**config.mk**
```make
export PLATFORM = sky130hd
export DESIGN_NAME = sdram_arbiter
export DESIGN_NICKNAME = d
export VERILOG_FILES = /design/src/rtl/sdram_arbiter.sv
export SDC_FILE = /design/constraint.sdc
export NUM_CORES = 1
export LEC_CHECK = 0
export BUFFER_PORTS_ARGS = -buffer_cell sky130_fd_sc_hd__buf_2
export CAP_MARGIN = 0
export CELL_PAD_IN_SITES_DETAIL_PLACEMENT = 0
export CELL_PAD_IN_SITES_GLOBAL_PLACEMENT = 1
export CORE_MARGIN = 4
export CORE_UTILIZATION = 27
export CTS_BUF_LIST = sky130_fd_sc_hd__clkbuf_8
export CTS_CLUSTER_SIZE = 12
export DETAILED_ROUTE_END_ITERATION = 16
export GPL_ROUTABILITY_DRIVEN = 0
export PLACE_DENSITY_LB_ADDON = 0.1
export SYNTH_ARGS = -nofsm -noshare
export SYNTH_HDL_FRONTEND = slang
export SYNTH_SLANG_ARGS = --single-unit
```
**constraint.sdc**
```tcl
create_clock -name clk_166 -period 1.64 [get_ports clk_166]
set_clock_uncertainty 0.15 [all_clocks]
set_input_delay 0.082 -clock clk_166 [delete_from_list [all_inputs] [get_ports clk_166]]
set_output_delay 0.082 -clock clk_166 [all_outputs]
set_load 0.02 [all_outputs]
```
**src/rtl/sdram_arbiter.sv**
```systemverilog
// Two-port burst arbiter in front of a single SDRAM controller command/data port.
// Define SDRAM_ARB_FAIRNESS_EN to add the p1 anti-starvation counter (otherwise strict p0 priority).
module sdram_arbiter #(
    parameter int ADDR_W     = 24,
    parameter int DATA_W     = 16,
    parameter int LEN_W      = 8,
    parameter int STARVE_MAX = 4
) (
    input  logic              clk_166,
    input  logic              rst,
    input  logic              p0_req,
    input  logic [ADDR_W-1:0] p0_addr,
    input  logic              p0_we,
    input  logic [LEN_W-1:0]  p0_len,
    input  logic [DATA_W-1:0] p0_wdata,
    output logic              p0_ack,
    output logic              p0_wr_strobe,
    output logic              p0_rd_valid,
    output logic              p0_done,
    input  logic              p1_req,
    input  logic [ADDR_W-1:0] p1_addr,
    input  logic              p1_we,
    input  logic [LEN_W-1:0]  p1_len,
    input  logic [DATA_W-1:0] p1_wdata,
    output logic              p1_ack,
    output logic              p1_wr_strobe,
    output logic              p1_rd_valid,
    output logic              p1_done,
    output logic [DATA_W-1:0] rd_data,
    output logic              m_valid,
    output logic [ADDR_W-1:0] m_addr,
    output logic              m_we,
    output logic [LEN_W-1:0]  m_len,
    input  logic              m_ready,
    output logic [DATA_W-1:0] m_wdata,
    input  logic              m_wr_strobe,
    input  logic [DATA_W-1:0] m_rd_data,
    input  logic              m_rd_valid,
    input  logic              m_done
);

    typedef enum logic [1:0] {S_IDLE, S_CMD, S_XFER} state_t;

    state_t            r_state;
    state_t            w_state_nxt;
    logic              r_grant;           // 0 = p0 owns the controller, 1 = p1
    logic [ADDR_W-1:0] r_addr;
    logic              r_we;
    logic [LEN_W-1:0]  r_len;
    logic [DATA_W-1:0] r_rd_data;
    logic              r_p0_rd_valid;
    logic              r_p1_rd_valid;
    logic              w_grant_now;
    logic              w_p1_wins;
    logic              w_active;

`ifdef SDRAM_ARB_FAIRNESS_EN
    localparam int CNT_W = $clog2(STARVE_MAX + 1);
    logic [CNT_W-1:0] r_starve;
    logic             w_starved;

    assign w_starved = (r_starve == CNT_W'(STARVE_MAX));
    assign w_p1_wins = p1_req & (~p0_req | w_starved);

    // Counts p0 wins that left p1 waiting; saturates, cleared by any p1 win.
    always_ff @(posedge clk_166) begin
        if (rst) begin
            r_starve <= '0;
        end else if (w_grant_now) begin
            if (w_p1_wins)
                r_starve <= '0;
            else if (p1_req && !w_starved)
                r_starve <= r_starve + 1'b1;
        end
    end
`else
    assign w_p1_wins = p1_req & ~p0_req;
`endif

    // Ack is combinational so a request seen in IDLE is acknowledged in that same cycle.
    assign w_grant_now = (r_state == S_IDLE) & (p0_req | p1_req) & ~rst;
    assign w_active    = (r_state != S_IDLE);

    always_comb begin
        w_state_nxt = r_state;
        case (r_state)
            S_IDLE:  if (p0_req || p1_req) w_state_nxt = S_CMD;
            S_CMD:   if (m_ready)          w_state_nxt = S_XFER;
            S_XFER:  if (m_done)           w_state_nxt = S_IDLE;
            default:                       w_state_nxt = S_IDLE;
        endcase
    end

    always_ff @(posedge clk_166) begin
        if (rst) begin
            r_state       <= S_IDLE;
            r_grant       <= 1'b0;
            r_addr        <= '0;
            r_we          <= 1'b0;
            r_len         <= '0;
            r_rd_data     <= '0;
            r_p0_rd_valid <= 1'b0;
            r_p1_rd_valid <= 1'b0;
        end else begin
            r_state       <= w_state_nxt;
            r_p0_rd_valid <= w_active & m_rd_valid & ~r_grant;
            r_p1_rd_valid <= w_active & m_rd_valid &  r_grant;
            if (w_active && m_rd_valid)
                r_rd_data <= m_rd_data;
            if (w_grant_now) begin
                r_grant <= w_p1_wins;
                r_addr  <= w_p1_wins ? p1_addr : p0_addr;
                r_we    <= w_p1_wins ? p1_we   : p0_we;
                r_len   <= w_p1_wins ? p1_len  : p0_len;
            end
        end
    end

    assign p0_ack       = w_grant_now & ~w_p1_wins;
    assign p1_ack       = w_grant_now &  w_p1_wins;
    assign p0_done      = (r_state == S_XFER) & m_done & ~r_grant;
    assign p1_done      = (r_state == S_XFER) & m_done &  r_grant;
    assign p0_wr_strobe = w_active & m_wr_strobe & ~r_grant;
    assign p1_wr_strobe = w_active & m_wr_strobe &  r_grant;
    assign p0_rd_valid  = r_p0_rd_valid;
    assign p1_rd_valid  = r_p1_rd_valid;
    assign rd_data      = r_rd_data;
    assign m_valid      = (r_state == S_CMD);
    assign m_addr       = r_addr;
    assign m_we         = r_we;
    assign m_len        = r_len;
    assign m_wdata      = w_active ? (r_grant ? p1_wdata : p0_wdata) : '0;

endmodule

```
; ---- Word-level counts from Yosys, hierarchy flattened
; Cells that the tools add are included.
[totals]
out_inout_bits = 74
latch_bits = 0
mem_bits_ro = 0
mem_bits_rw = 0
elab_cells = 46
mem_count = 0
regBits = 54
input_bits = 122
[classes]
add_sub_neg = 0
magnitude_cmp = 0
eq_ne = 5
n_reduce_logical = 5
n_mux = 9
n_mul = 0
n_div = 0
bitwise = 19
n_shift = 0
[ops]
columns = cell, count
row1 = two-way mux 16 bit, 2
row2 = two-way mux 24 bit, 1
row3 = bitwise AND 1 bit, 14
row4 = two-way mux 8 bit, 1
row5 = two-way mux 2 bit, 3
row6 = case mux 2 bit (3 select lines), 1
row7 = "!= test 2 x 1 -> 1 bit, second input constant", 2
row8 = inverter 1 bit, 4
row9 = AND reduction 3 bit, 1
row10 = "== test 2 x 1 -> 1 bit, second input constant", 1
row11 = "== test 2 bit, second input constant", 1
row12 = logical NOT 2 bit, 1
row13 = "!= test 2 bit, second input constant", 1
row14 = nonzero test 2 bit, 1
row15 = logical AND 1 bit, 1
row16 = logical OR 1 bit, 1
row17 = two-way mux 1 bit, 1
row18 = bitwise OR 1 bit, 1

; ---- Logic depth before layout (Yosys ltp)
[logic_depth]
depth_word = 4
mapped_depth = 4
mapped_depth_nobuf = 3

; ---- Worst setup path after synthesis
; Ideal clock, no wire load.
[synth_timing]
path_type = register to output
startpoint = register r_state[1]
endpoint = output p0_wr_strobe
t_arrival_ps = 1260
t_required_ps = 1408
n_path_buf = 1
slack_ps = 148
path_stages_with_launch = 4
path_cell_list = dfxtp_1 > nor2_4 > buf_2 > nor3b_1
[synth_via]
elab_chain_cells = 3
[synth_rtl]
columns = item, line_no
row1 = from (decl), 44  ; state_t r_state;
row2 = from (signal assigned), 105  ; r_state <= w_state_nxt;
row3 = nonzero test 2 bit, 82  ; assign w_active = (r_state != S_IDLE);
row4 = bitwise AND 1 bit (2 in a row), 123  ; assign p0_wr_strobe = w_active & m_wr_strobe & ~r_grant;
row5 = to (decl), 17  ; output logic p0_wr_strobe,
; No other way between the ends.

; ---- Final worst setup path
[layout_timing]
startpoint = register r_state[1]
endpoint = output p0_ack
[layout_via]
elab_chain_cells = 4
[layout_rtl]
columns = item, line_no
row1 = logical NOT 2 bit, 81  ; assign w_grant_now = (r_state == S_IDLE) & (p0_req | p1_req) & ~rst;
row2 = bitwise AND 1 bit (2 in a row), 81
row3 = bitwise AND 1 bit, 119  ; assign p0_ack = w_grant_now & ~w_p1_wins;
row4 = to (decl), 16  ; output logic p0_ack,
; No other way between the ends.

==> results_dict.tcl <==
set metrics [dict create \
    run_status "completed" \
    yosys.cell_types.count 27 \
    tritoncts "yes" \
    drt-vias-per-instance 4.54 \
    hold_viol 0 \
    drv_slew 0 \
    finish.net_count 693 \
    dieArea_mm2 0.0108 \
    global_route_usage_over_all_layers_pct 17.5 \
    share_seq_of_total_power_pct 38.8 \
    wire_length_of_the_first_global_routing_pass_um 15900 \
    power.internal_uw 2730 \
    drc 0 \
    floorplan.io_pins 196 \
    finish.utilization_pct 54.7 \
    area_delta_synth_final_pct 94.1 \
    finalWirelength_um 10000 \
    num_antenna_cells 0 \
    drive_above_1_share_pct 42.0 \
    die_height_um 104 \
    yosysTopAreaCellShare_pct 43.4 \
    cap_violations 0 \
    post_synth_instance_area_mm2 0.00249 \
    yosysMostFrequentCell "dfxtp_1" \
    yosys_warnings 0 \
    most_used_flip_flop_cell_after_synthesis "dfxtp_1" \
    cts_max_level 2 \
    crit_arrival_ps 1350 \
    clkTransAtPathRegs_ps 100 \
    hold_class "in -> reg" \
    placed_cells 569 \
    kind_of_launch_point_of_the_worst_setup_path "register" \
    core_region_area_mm2 0.00885 \
    synth-seq-cells 54 \
    number_of_nets_still_failing_antenna_checks_after_routing 0 \
    crit_path_end_kind "output pin" \
    final.period_utilization_pct 96.3 \
    synthTopCellsByCount "dfxtp_1, a21oi_1, inv_1" \
    clock_sinks 54 \
    setup-violations-final 0 \
    edff_count_synth 0 \
    numPortBuffers 195 \
    clk_path_buf_depth 2 \
    rsz0062_at_grt "true" \
    die_x_um 104 \
    cp.required_ps 1410 \
    grt_pass1_vias 3111 \
    initial_core_util_pct 28.2 \
    power_per_cell_area_mw_per_mm2 803 \
    p_clk_share_pct 28.5 \
    overall_via_count_from_detail_route 3088 \
    worst_slew_pin_slew_ps 610 \
    final.hold.worst_slack_ps 240 \
    p_leak_uw 0.00243 \
    vdd.ir_drop.worst_uv 415 \
    synthesis.instances 281 \
    worstPathMaxFanout 4 \
    rows 34 \
    global_route.overflow_total 0 \
    p_sw_uw 1160 \
    power_frac_comb_pct 32.7 \
    wl_per_cell_um 14.8 \
    clockRootBuffer "clkbuf_8" \
    timing.reg2reg.setup_slack_ps 90 \
    synth.largest_area_cell "dfxtp_1" \
    synth_fp_nets 403 \
    switching_share_pct 29.8 \
    ys_seq_area_share_pct 43.4 \
    cts-buffers-inserted 5 \
    detailedRoute.firstPassIterationCount 5 \
    achievable-frequency_mhz 634 \
    layout.cells.non_filler 680 \
    number_of_antenna_violations_at_the_first_check_in_global_routing 0 \
    postSynth.asyncResetShare_pct 0 \
    top_cells_by_area_in_the_synthesized_netlist "dfxtp_1, o221a_1, a21oi_1" \
    timing.setup.critical_path_class "reg -> out" \
    insertion_delay_ps 300 \
    fin_crit_ps 1580 \
    drt_iter0_markers 163 \
    final.fill_count 823 \
    grt_max_degree 56 \
    multiInputGateArea_mm2 0.00115 \
    area.sequential_mm2 0.00109 \
    post_synth.cell_area_avg_um2 8.87 \
    slew-limit-headroom_pct 59.4 \
    dp.final_hpwl_um 6230 \
]
==> worst max-delay path, cell delays in order, from the launching register on <==
cell     delay (ps)
dfxtp_4         380
nor3b_4         270
buf_12          140
nor2b_4         130
buf_6           120
==> routing by layer <==
metal  global-route usage [%]  part of all wire (%)
met2                     30.8                    50
met4                     3.61                  0.99
met3                     4.84                   6.4
met1                     21.3                    43
met5                        0                     0
==> state kept, by name, summed over array words and instances (netlist names) <==
register,count
rd_data,16
r_grant,1
p1_rd_valid,1
m_we,1
r_state,2
m_len,8
m_addr,24
p0_rd_valid,1
==> layout make-up <==
| type | instances | area share (%) |
|---|---|---|
| clock buffers | 6 | 1.71 |
| clock inverters | 2 | 1.24 |
| multi-input cells | 170 | 23.7 |
| inverters | 35 | 2.72 |
| flip-flops and latches | 54 | 22.5 |
| repair buffers | 305 | 45.3 |
| well taps | 108 | 2.79 |
==> per-stage QoR <==
stage | TNS [ps] | setup slack, ps | power, uW | area (um2)
floorplan | 0 | 148 | 2140 | 2490
global placement | 0 | 191 | 2530 | 3570
detailed placement | 0 | 135 | 2540 | 3570
CTS | 0 | 13.1 | 3870 | 4710
global route | -17.7 | -17.7 | 4090 | 4840
finish | 0 | 61.5 | 3880 | 4840
==> cells by family (layout without fill, tap and decap cells) <==
kind of cell | after synthesis | in the layout | share of synthesized area (%)
buffers and inverters | 57 | 348 | 10.9
and+or+nand+nor | 65 | 65 | 12.3
AOI/OAI and AO/OA | 89 | 89 | 27.0
DFF | 54 | 54 | 43.4
muxes | 16 | 16 | 6.43
==> what timing repair did <==
item,4_1_cts,5_1_grt
buffers inserted,7,6
hold buffers,87,0
cloned,2,2
resized for setup,7,8
setup endpoints to repair,22,15
hold endpoints to repair,54,0
pin swaps,3,3
==> layout by cell type (no fill, tap or decap), types with 2 or more instances in the layout <==
master	count
clkbuf_16	2
buf_12	6
nor3_1	2
o221a_2	3
a21oi_1	51
clkbuf_8	6
buf_2	193
nor2_1	19
bufinv_16	2
buf_4	13
dlygate4sd3_1	87
nand2_1	33
inv_1	34
nor2b_1	2
nor3b_1	2
dfxtp_4	2
bufbuf_16	2
o221a_1	30
dfxtp_1	51
buf_6	2
mux2i_1	16
==> power by group through the flow <==
stage / sequential [uW] / clock [uW] / combinational [uW]
floorplan: 1680 / 0 / 458
global route: 1530 / 1200 / 1370
CTS: 1500 / 1140 / 1230
finish: 1510 / 1110 / 1270
detailed placement: 1540 / 0 / 1000
global placement: 1540 / 0 / 993
==> worst paths after layout <==
path | startpoint | end | depth (start not counted)
max | r_state[1] | p0_ack | 4
min | rst | m_addr[13] | 5
max reg2reg | r_state[1] | m_len[1] | 4
min reg2reg | rd_data[15] | rd_data[15] | 2
Note: power is estimated with default switching activity, not from simulation.
